--- src/rtl/dsp_mac_sequencer.sv ---
`default_nettype none
// ============================================================================
// dsp_mac_sequencer
// Drives one DSP slice as a dot-product engine and returns P over valid/ready.
// Revision: 1.0
// ============================================================================
module dsp_mac_sequencer #(
  parameter int LEN_W    = 10,
  parameter int PIPE_LAT = 2,
  parameter int P_LAT    = 1
) (
  input  logic             CLK,
  input  logic             rst_n,
  input  logic             start_valid,
  output logic             start_ready,
  input  logic [LEN_W-1:0] start_len,
  input  logic             start_sub,
  input  logic             in_valid,
  output logic             in_ready,
  input  logic [17:0]      in_a,
  input  logic [17:0]      in_b,
  output logic [17:0]      dsp_a,
  output logic [17:0]      dsp_b,
  output logic [7:0]       dsp_opmode,
  output logic             dsp_cea,
  output logic             dsp_ceb,
  output logic             dsp_cem,
  output logic             dsp_cep,
  input  logic [47:0]      dsp_p,
  output logic             res_valid,
  input  logic             res_ready,
  output logic [47:0]      res_data,
  output logic             busy
);

  localparam logic [1:0] S_IDLE   = 2'd0;
  localparam logic [1:0] S_STREAM = 2'd1;
  localparam logic [1:0] S_DRAIN  = 2'd2;
  localparam logic [1:0] S_RESULT = 2'd3;

  // Tag stage 0 rides alongside the dsp_a/dsp_b register; PIPE_LAT more stages reach M.
  localparam int TAG_W  = PIPE_LAT + 1;
  localparam int WAIT_W = (P_LAT > 1) ? $clog2(P_LAT) : 1;
  localparam logic [WAIT_W-1:0] WAIT_LAST = WAIT_W'(P_LAT - 1);

  logic [1:0]        r_state;
  logic [LEN_W-1:0]  r_len;
  logic [LEN_W-1:0]  r_issue;
  logic [LEN_W-1:0]  r_acc;
  logic              r_sub;
  logic [TAG_W-1:0]  r_tag;
  logic [WAIT_W-1:0] r_wait;
  logic [17:0]       r_dsp_a;
  logic [17:0]       r_dsp_b;
  logic [47:0]       r_res_data;

  logic w_start_fire;
  logic w_in_fire;
  logic w_cep;
  logic w_issue_last;

  assign start_ready  = (r_state == S_IDLE);
  assign busy         = (r_state != S_IDLE);
  assign in_ready     = (r_state == S_STREAM) && (r_issue < r_len);
  assign res_valid    = (r_state == S_RESULT);
  assign res_data     = r_res_data;
  assign w_start_fire = start_valid && start_ready;
  assign w_in_fire    = in_valid && in_ready;
  assign w_cep        = r_tag[TAG_W-1];
  assign w_issue_last = ((r_issue + LEN_W'(1)) == r_len);

  assign dsp_a   = r_dsp_a;
  assign dsp_b   = r_dsp_b;
  assign dsp_cea = 1'b1;
  assign dsp_ceb = 1'b1;
  assign dsp_cem = 1'b1;
  assign dsp_cep = w_cep;

  // Z=0 on the job's first product discards whatever stale value P holds.
  assign dsp_opmode = w_cep ? {r_sub, 3'b000, (r_acc == '0) ? 2'b00 : 2'b10, 2'b01} : 8'h00;

  always_ff @(posedge CLK or negedge rst_n) begin
    if (!rst_n) begin
      r_tag   <= '0;
      r_dsp_a <= '0;
      r_dsp_b <= '0;
      r_acc   <= '0;
    end else begin
      r_tag   <= {r_tag[TAG_W-2:0], w_in_fire};
      r_dsp_a <= w_in_fire ? in_a : 18'd0;
      r_dsp_b <= w_in_fire ? in_b : 18'd0;
      if (w_start_fire) begin
        r_acc <= '0;
      end else if (w_cep) begin
        r_acc <= r_acc + LEN_W'(1);
      end
    end
  end

  always_ff @(posedge CLK or negedge rst_n) begin
    if (!rst_n) begin
      r_state    <= S_IDLE;
      r_len      <= '0;
      r_sub      <= 1'b0;
      r_issue    <= '0;
      r_wait     <= '0;
      r_res_data <= '0;
    end else begin
      case (r_state)
        S_IDLE: begin
          if (w_start_fire) begin
            r_len   <= start_len;
            r_sub   <= start_sub;
            r_issue <= '0;
            r_wait  <= '0;
            if (start_len == '0) begin
              r_res_data <= '0;
              r_state    <= S_RESULT;
            end else begin
              r_state <= S_STREAM;
            end
          end
        end
        S_STREAM: begin
          if (w_in_fire) begin
            r_issue <= r_issue + LEN_W'(1);
            if (w_issue_last) begin
              r_state <= S_DRAIN;
            end
          end
        end
        S_DRAIN: begin
          if (r_acc == r_len) begin
            if (r_wait == WAIT_LAST) begin
              r_res_data <= dsp_p;
              r_state    <= S_RESULT;
            end else begin
              r_wait <= r_wait + WAIT_W'(1);
            end
          end
        end
        S_RESULT: begin
          if (res_ready) begin
            r_state <= S_IDLE;
          end
        end
        default: r_state <= S_IDLE;
      endcase
    end
  end

endmodule
`default_nettype wire

--- config.mk ---
export PLATFORM = sky130hd
export DESIGN_NAME = dsp_mac_sequencer
export DESIGN_NICKNAME = d
export VERILOG_FILES = /design/src/rtl/dsp_mac_sequencer.sv
export SDC_FILE = /design/constraint.sdc
export NUM_CORES = 1
export LEC_CHECK = 0
export ABC_AREA = 1
export BUFFER_PORTS_ARGS = -buffer_cell sky130_fd_sc_hd__buf_2
export CORE_MARGIN = 2
export CORE_UTILIZATION = 45
export CTS_CLUSTER_DIAMETER = 150
export DETAILED_ROUTE_END_ITERATION = 8
export PLACE_DENSITY = 0.77
export SETUP_SLACK_MARGIN = 0.4
export SKIP_LAST_GASP = 1
export SLEW_MARGIN = 10
export SYNTH_ARGS = -nofsm -noshare
export SYNTH_HDL_FRONTEND = slang
export SYNTH_SLANG_ARGS = --single-unit
export TNS_END_PERCENT = 100
--- constraint.sdc ---
create_clock -name CLK -period 1.7 [get_ports CLK]
set_input_delay 0.17 -clock CLK [delete_from_list [all_inputs] [get_ports CLK]]
set_output_delay 0.17 -clock CLK [all_outputs]
set_load 0.03 [all_outputs]
Yosys cells after proc, flatten, opt, wreduce, memory -nomap -nowiden
Index checks and enable logic that the tools add are counted.
{ "totals": {"latchBits": 0, "inputBits": 100, "out_inout_bits": 100, "mem_bits_ro": 0, "mem_count": 0, "ram_bits": 0, "regBits": 121} }
{ "op_classes": {"shift": 0, "n_eq_ne": 12, "mux": 26, "order_cmp": 1, "div": 0, "reduce_logical": 15, "bitwise": 0, "add_sub_neg": 3, "multipliers": 0} }
{ "ops": {"columns": ["operator", "n"], "rows": [
  ["48-bit 2-to-1 mux", 4],
  ["48-bit case mux with 2 select lines", 1],
  ["10-bit 2-to-1 mux", 4],
  ["18-bit 2-to-1 mux", 2],
  ["10-bit by 1-bit adder with 10-bit output, second input constant", 2],
  ["10-bit equality test", 2],
  ["10-bit zero test", 2],
  ["10-bit case mux with 2 select lines", 1],
  ["2-bit 2-to-1 mux", 8],
  ["10-bit less-than comparator", 1],
  ["8-bit 2-to-1 mux", 1],
  ["2-bit inequality test, second input constant", 4],
  ["2-bit case mux with 4 select lines", 1],
  ["2-bit nonzero test", 4],
  ["2-bit by 1-bit inequality test with 1-bit output, second input constant", 3],
  ["3-bit AND reduction", 2],
  ["6-bit AND reduction", 1],
  ["5-bit AND reduction", 1],
  ["2-bit equality test, second input constant", 2],
  ["1-bit logical AND", 3],
  ["1-bit 2-to-1 mux", 3],
  ["2-bit by 1-bit equality test with 1-bit output, second input constant", 1],
  ["2-bit zero test", 1],
  ["1-bit case mux with 2 select lines", 1],
  ["2 further kinds", 2]
]} }

Depth between registers and ports, before layout
{ "depth": {"depth_word": 5, "mapped_depth": 16, "depth_no_buf": 16} }

Least setup slack after synthesis
Ideal clock, no wire load.
{ "synth_path": {"path_kind": "reg2reg", "start": "register r_len[9]", "end": "register r_dsp_b[10], in the netlist dsp_b[10]", "setup_slack_ns": -0.476, "t_required_ns": 1.628, "period_less_slack_ns": 2.176, "stages_incl_launch_ff": 10, "arrival_ns": 2.105, "n_path_buf": 1, "cell_sequence": "dfrtp_1 inv_1 ha_1 a21oi_1 o21a_1 nand3_1 nor2_1 nand2_1 buf_2 nor2_1"} }
{ "synth_via": {"elab_chain_len": 4} }
{ "synth_lines": {"columns": ["item", "line", "text"], "rows": [
  ["start, declared", "47", "logic [LEN_W-1:0] r_len;"],
  ["start signal, assigned", "112", "r_len <= start_len;"],
  ["10-bit less-than comparator", "64", "assign in_ready = (r_state == S_STREAM) && (r_issue < r_len);"],
  ["1-bit logical AND", "64", null],
  ["via in_ready", "19", "output logic in_ready,"],
  ["1-bit logical AND", "68", "assign w_in_fire = in_valid && in_ready;"],
  ["18-bit 2-to-1 mux", "91", "r_dsp_b <= w_in_fire ? in_b : 18'd0;"],
  ["end signal, assigned", "91", null],
  ["end, declared", "54", "logic [17:0] r_dsp_b;"]
]} }
The timed path passes the listed nets, and every way through them passes these cells.
A chain may end at the register's enable or synchronous reset.

Worst setup path after layout
{ "layout_path": {"start": "register r_len[1]", "end": "register r_res_data[17], in the netlist res_data[17]"} }
{ "layout_via": {"elab_chain_len": 3} }
{ "layout_lines": {"columns": ["item", "line", "text"], "rows": [
  ["10-bit equality test", "133", "if (r_acc == r_len) begin"],
  ["2-bit inequality test (no line)", null, null],
  ["5-bit AND reduction (no line)", null, null],
  ["end signal, assigned", "135", "r_res_data <= dsp_p;"],
  ["end, declared", "55", "logic [47:0] r_res_data;"]
]} }
No other way between the ends.

==> flow_results.xml <==
<?xml version="1.0" encoding="UTF-8"?>
<metrics>
  <group name="run_status">
    <metric name="run_status" unit="">finished with violations</metric>
    <metric name="failing_checks" unit="">negative setup slack</metric>
  </group>
  <group name="synthesis">
    <metric name="synthMuxAreaShare" unit="%">0</metric>
    <metric name="combinational_family_with_the_most_area_after_synthesis" unit="">simple AND/OR/NAND/NOR gates</metric>
    <metric name="yosys.area_share.adder" unit="%">3.84</metric>
    <metric name="yosysWarnings" unit="">0</metric>
    <metric name="synth-seq-cells" unit="">120</metric>
    <metric name="syn_avg_cell_area" unit="um2">8.29</metric>
    <metric name="seq_area_frac_synth" unit="%">54.2</metric>
    <metric name="synth-compound-area-share" unit="%">9.71</metric>
    <metric name="synth_top_cells_by_area" unit="">sky130_fd_sc_hd__dfrtp_1 (54%), sky130_fd_sc_hd__nand2_1 (13%), sky130_fd_sc_hd__inv_1 (5.9%)</metric>
    <metric name="synth.top_cell.area_share" unit="%">54.2</metric>
    <metric name="post_synth_xor_area_fraction" unit="%">0.474</metric>
    <metric name="number_of_flops_mapped_to_enable_cells_by_yosys" unit="">0</metric>
    <metric name="synth_cell_types" unit="">31</metric>
    <metric name="syn-cell-area" unit="um2">5540</metric>
    <metric name="post_synth_inst_count" unit="">669</metric>
    <metric name="post_synth_top_area_cell" unit="">sky130_fd_sc_hd__dfrtp_1</metric>
    <metric name="postSynth.topFlopCell" unit="">sky130_fd_sc_hd__dfrtp_1</metric>
    <metric name="post-synth-top-count-cell" unit="">sky130_fd_sc_hd__nand2_1</metric>
    <metric name="fraction_of_registers_with_async_set_or_reset_after_synthesis" unit="%">100</metric>
    <metric name="yosys-top-cells-count" unit="">sky130_fd_sc_hd__nand2_1 (190), sky130_fd_sc_hd__dfrtp_1 (120), sky130_fd_sc_hd__inv_1 (87)</metric>
    <metric name="synthSimpleGateAreaFrac" unit="%">21.8</metric>
  </group>
  <group name="sta">
    <metric name="setup_violations" unit="">100</metric>
    <metric name="postLayoutSetupSlackWorst" unit="ns">-0.418</metric>
    <metric name="fmax" unit="MHz">472</metric>
    <metric name="timing.final.hold_violations" unit="">0</metric>
    <metric name="grt_setup_unrepaired" unit="">true</metric>
    <metric name="timing.slew.headroom" unit="%">63.1</metric>
    <metric name="tightestPinTransition" unit="ns">0.553</metric>
    <metric name="setup-tns-final" unit="ns">-29.94</metric>
    <metric name="final.min_clock_period" unit="ns">2.12</metric>
    <metric name="worst_clock_skew" unit="ns">0.0116</metric>
    <metric name="final.period_utilization" unit="%">125</metric>
    <metric name="timing.final.max_slew_violations" unit="">0</metric>
  </group>
  <group name="final_layout">
    <metric name="final_design_area_no_fill" unit="um2">9890</metric>
    <metric name="fill_cells" unit="">541</metric>
    <metric name="final_util" unit="%">82.3</metric>
    <metric name="area_growth" unit="%">78.4</metric>
    <metric name="final_net_count" unit="">1147</metric>
    <metric name="share_of_final_layout_standard_cells_stronger_than_drive_strength_1" unit="%">48.9</metric>
  </group>
  <group name="worst_setup_path">
    <metric name="slowest_delay" unit="ns">0.40</metric>
    <metric name="critical_path_peak_fanout" unit="">12</metric>
    <metric name="endpoint" unit="">res_data[17]</metric>
    <metric name="timing_worst_setup_path_type" unit="">flip-flop to flip-flop</metric>
    <metric name="cp-start-kind" unit="">flip-flop</metric>
    <metric name="crit_path_end_kind" unit="">flip-flop</metric>
    <metric name="critPathMostFrequentCell" unit="">sky130_fd_sc_hd__buf_4</metric>
    <metric name="worstPathCellList" unit="">buf_4, buf_4, xnor2_1, nand4_1, o21ai_2, nand2_4, buf_4, buf_6, buf_12, nand2_1, o21ai_1</metric>
    <metric name="setup.worst_path.start" unit="">r_len[1]</metric>
    <metric name="r2r_start" unit="">r_len[1]</metric>
    <metric name="cp.arrival" unit="ns">2.42</metric>
    <metric name="worst-r2r-setup-slack" unit="ns">-0.42</metric>
    <metric name="worstPathRequired" unit="ns">2.00</metric>
    <metric name="critical_path.slowest_cell" unit="">sky130_fd_sc_hd__dfrtp_1</metric>
    <metric name="dominant_delay_contributor_by_cell_family_on_the_critical_path" unit="">buffers and inverters</metric>
    <metric name="path_depth" unit="">11</metric>
    <metric name="worstRegToRegCells" unit="">11</metric>
    <metric name="worstReg2RegEnd" unit="">res_data[17]</metric>
    <metric name="cp.buffers_inverters" unit="">5</metric>
  </group>
  <group name="power">
    <metric name="leakagePower" unit="nW">5.22</metric>
    <metric name="net-switching-power" unit="mW">7.46</metric>
    <metric name="p_per_area" unit="nW/um2">1690</metric>
    <metric name="comb_power_share" unit="%">52.4</metric>
    <metric name="sw_frac_of_total" unit="%">44.6</metric>
    <metric name="sequentialPowerShare" unit="%">26.8</metric>
    <metric name="power.share.clock" unit="%">20.9</metric>
    <metric name="intPower" unit="mW">9.25</metric>
    <metric name="worst_ir_drop_vdd" unit="V">0.00104</metric>
  </group>
  <group name="detailed_routing">
    <metric name="detail_route.wl_per_cell" unit="um">21.6</metric>
    <metric name="antenna_violating_nets_left" unit="">0</metric>
    <metric name="dr.pass1.iters" unit="">6</metric>
    <metric name="initialDrtViolationCount" unit="">687</metric>
    <metric name="drc_errors" unit="">0</metric>
    <metric name="wirelength" unit="mm">25.7</metric>
    <metric name="detailed_route_vias_per_instance" unit="">5.63</metric>
    <metric name="detailroute.via_count" unit="">6710</metric>
  </group>
  <group name="clock_tree">
    <metric name="cts-htree-levels" unit="">4</metric>
    <metric name="cts-buffers-inserted" unit="">17</metric>
    <metric name="clock_insertion_delay_worst_skew" unit="ns">0.43</metric>
    <metric name="tritoncts" unit="">done</metric>
    <metric name="clock_sinks" unit="">120</metric>
    <metric name="clk_root_buffer_cell" unit="">sky130_fd_sc_hd__clkbuf_16</metric>
    <metric name="path_clk_slew" unit="ns">0.06</metric>
    <metric name="clock_tree.buffer_depth" unit="">2</metric>
  </group>
  <group name="placement">
    <metric name="placed_instance_area" unit="um2">7120</metric>
    <metric name="io_buffers" unit="">191</metric>
    <metric name="weighted_congestion_reported_at_the_end_of_routability_driven_placement" unit="">0.931</metric>
    <metric name="dpl.hpwl" unit="mm">10.5</metric>
  </group>
  <group name="grt">
    <metric name="grt_util_all_layers" unit="%">32.3</metric>
    <metric name="antenna_found_initial" unit="">0</metric>
    <metric name="overflow" unit="">0</metric>
    <metric name="grt_start_max_net_pins" unit="">81</metric>
    <metric name="first_global_vias" unit="">6413</metric>
    <metric name="grt_first_pass_wirelength" unit="mm">32.2</metric>
  </group>
  <group name="floorplanning">
    <metric name="start_util" unit="%">46.1</metric>
    <metric name="core_region_area" unit="um2">12000</metric>
    <metric name="chipHeight" unit="um">115</metric>
    <metric name="total_die_area" unit="um2">13200</metric>
    <metric name="pin_count" unit="">200</metric>
    <metric name="rows" unit="">40</metric>
    <metric name="die_width" unit="um">115</metric>
  </group>
  <group name="flow_run">
    <metric name="cap_viol_max_count" unit="">0</metric>
  </group>
  <group name="worst_hold_path">
    <metric name="worstHoldPathType" unit="">input pin to flip-flop</metric>
  </group>
</metrics>
through the flow:
step	total power [mW]	hold WS, ns	worst slack [ns]	cells
global placement	9.89	0.227	-0.120	1042
finish	16.7	0.00377	-0.418	1191
CTS	14.9	0.000423	-0.310	1168
floorplan	7.98	-0.126	-0.0873	675
global route	17.3	0.0167	-0.510	1190
detailed placement	9.99	0.225	-0.162	1042
repair_timing:
item / in CTS / in global routing
hold buffers: 60 / 0
gates cloned: 16 / 3
buffers inserted: 18 / 19
resized for setup: 122 / 125
hold endpoints to repair: 179 / 0
endpoints found under the setup margin: 117 / 126
pin swaps: 25 / 31
state kept, by name (all words and copies together) (netlist names):
name      count
r_issue      10
res_data     48
r_len        10
r_tag         3
r_state       2
r_sub         1
r_acc        10
dsp_a        18
dsp_b        18
layer usage:
layer / vias to the layer above / global-route usage, % / part of all wire [%]
met5: - / 0 / 0
met4: 0 / 19.2 / 7.5
met3: 193 / 9.96 / 9.8
met2: 553 / 55.0 / 49
met1: 3151 / 35.7 / 33
li1: 2813 / - / -
power by group through the flow:
stage / registers (mW) / logic, mW / clock network (mW)
after floorplan: 5.56 / 2.41 / 0
after global placement: 4.18 / 5.71 / 0
after detailed placement: 4.20 / 5.79 / 0
after CTS: 4.24 / 7.29 / 3.42
after global routing: 4.53 / 9.10 / 3.63
final: 4.47 / 8.75 / 3.48
worst register-to-register path, stage by stage, from the launching register on:
cell	delay [ns]
sky130_fd_sc_hd__dfrtp_1	0.40
sky130_fd_sc_hd__buf_4	0.14
sky130_fd_sc_hd__buf_4	0.13
sky130_fd_sc_hd__xnor2_1	0.23
sky130_fd_sc_hd__nand4_1	0.16
sky130_fd_sc_hd__o21ai_2	0.24
sky130_fd_sc_hd__nand2_4	0.12
sky130_fd_sc_hd__buf_4	0.15
sky130_fd_sc_hd__buf_6	0.11
sky130_fd_sc_hd__buf_12	0.14
sky130_fd_sc_hd__nand2_1	0.09
sky130_fd_sc_hd__o21ai_1	0.09
cells in the final DEF (no fill, tap or decap), types with 5 or more instances in the layout:
cell type	netlist	routed
sky130_fd_sc_hd__buf_2	6	183
sky130_fd_sc_hd__inv_1	87	70
sky130_fd_sc_hd__nand2_1	190	140
sky130_fd_sc_hd__nand3_1	22	17
sky130_fd_sc_hd__dlygate4sd3_1	0	60
sky130_fd_sc_hd__o21ai_1	54	35
sky130_fd_sc_hd__nand2_4	0	32
sky130_fd_sc_hd__buf_12	0	8
sky130_fd_sc_hd__inv_2	5	19
sky130_fd_sc_hd__clkinvlp_4	0	5
sky130_fd_sc_hd__o21ai_0	27	10
sky130_fd_sc_hd__a21oi_2	0	6
sky130_fd_sc_hd__buf_16	0	12
sky130_fd_sc_hd__nor2_1	68	51
sky130_fd_sc_hd__dfrtp_1	120	115
sky130_fd_sc_hd__o21ai_2	1	36
sky130_fd_sc_hd__conb_1	2	8
sky130_fd_sc_hd__buf_4	10	74
sky130_fd_sc_hd__ha_4	0	9
sky130_fd_sc_hd__nor2_2	0	14
sky130_fd_sc_hd__buf_6	5	21
sky130_fd_sc_hd__nand2_2	4	20
sky130_fd_sc_hd__ha_1	17	6
sky130_fd_sc_hd__clkbuf_16	0	19
sky130_fd_sc_hd__a21oi_1	12	6
sky130_fd_sc_hd__dfrtp_2	0	5
sky130_fd_sc_hd__clkinv_2	0	5
logic make-up (layout without fill, tap and decap cells):
| kind of cell | count (synthesis) | count (layout) |
|---|---|---|
| other cells | 2 | 9 |
| simple gates | 300 | 300 |
| xor+xnor | 3 | 3 |
| fa+ha+maj | 17 | 17 |
| flops | 120 | 120 |
| compound gates | 103 | 103 |
| buf+inv | 124 | 492 |
how the worst min path moves through the flow:
stage               startpoint           end  slack (ns)  cells after the start
floorplan                rst_n      dsp_a[0]       -0.13                      0
finish               dsp_p[13]  res_data[13]       0.004                      3
global placement         rst_n     dsp_b[14]        0.23                      2
detailed placement       rst_n     dsp_b[14]        0.22                      2
CTS                  dsp_p[26]  res_data[26]      0.0004                      3
global route         dsp_p[13]  res_data[13]        0.02                      3
cell type report:
class,count,area [um2],share of cell area [%]
Timing Repair inverter,2,13.8,0.139
Tap cell,147,184,1.86
Antenna cell,1,2.50,0.0253
Clock inverter,14,123,1.24
Inverter,92,365,3.70
Multi-Input combinational cell,431,2780,28.1
Timing Repair Buffer,366,2970,30.0
Clock buffer,18,439,4.44
Sequential cell,120,3010,30.4
Note: power is estimated with default switching activity, not from simulation.
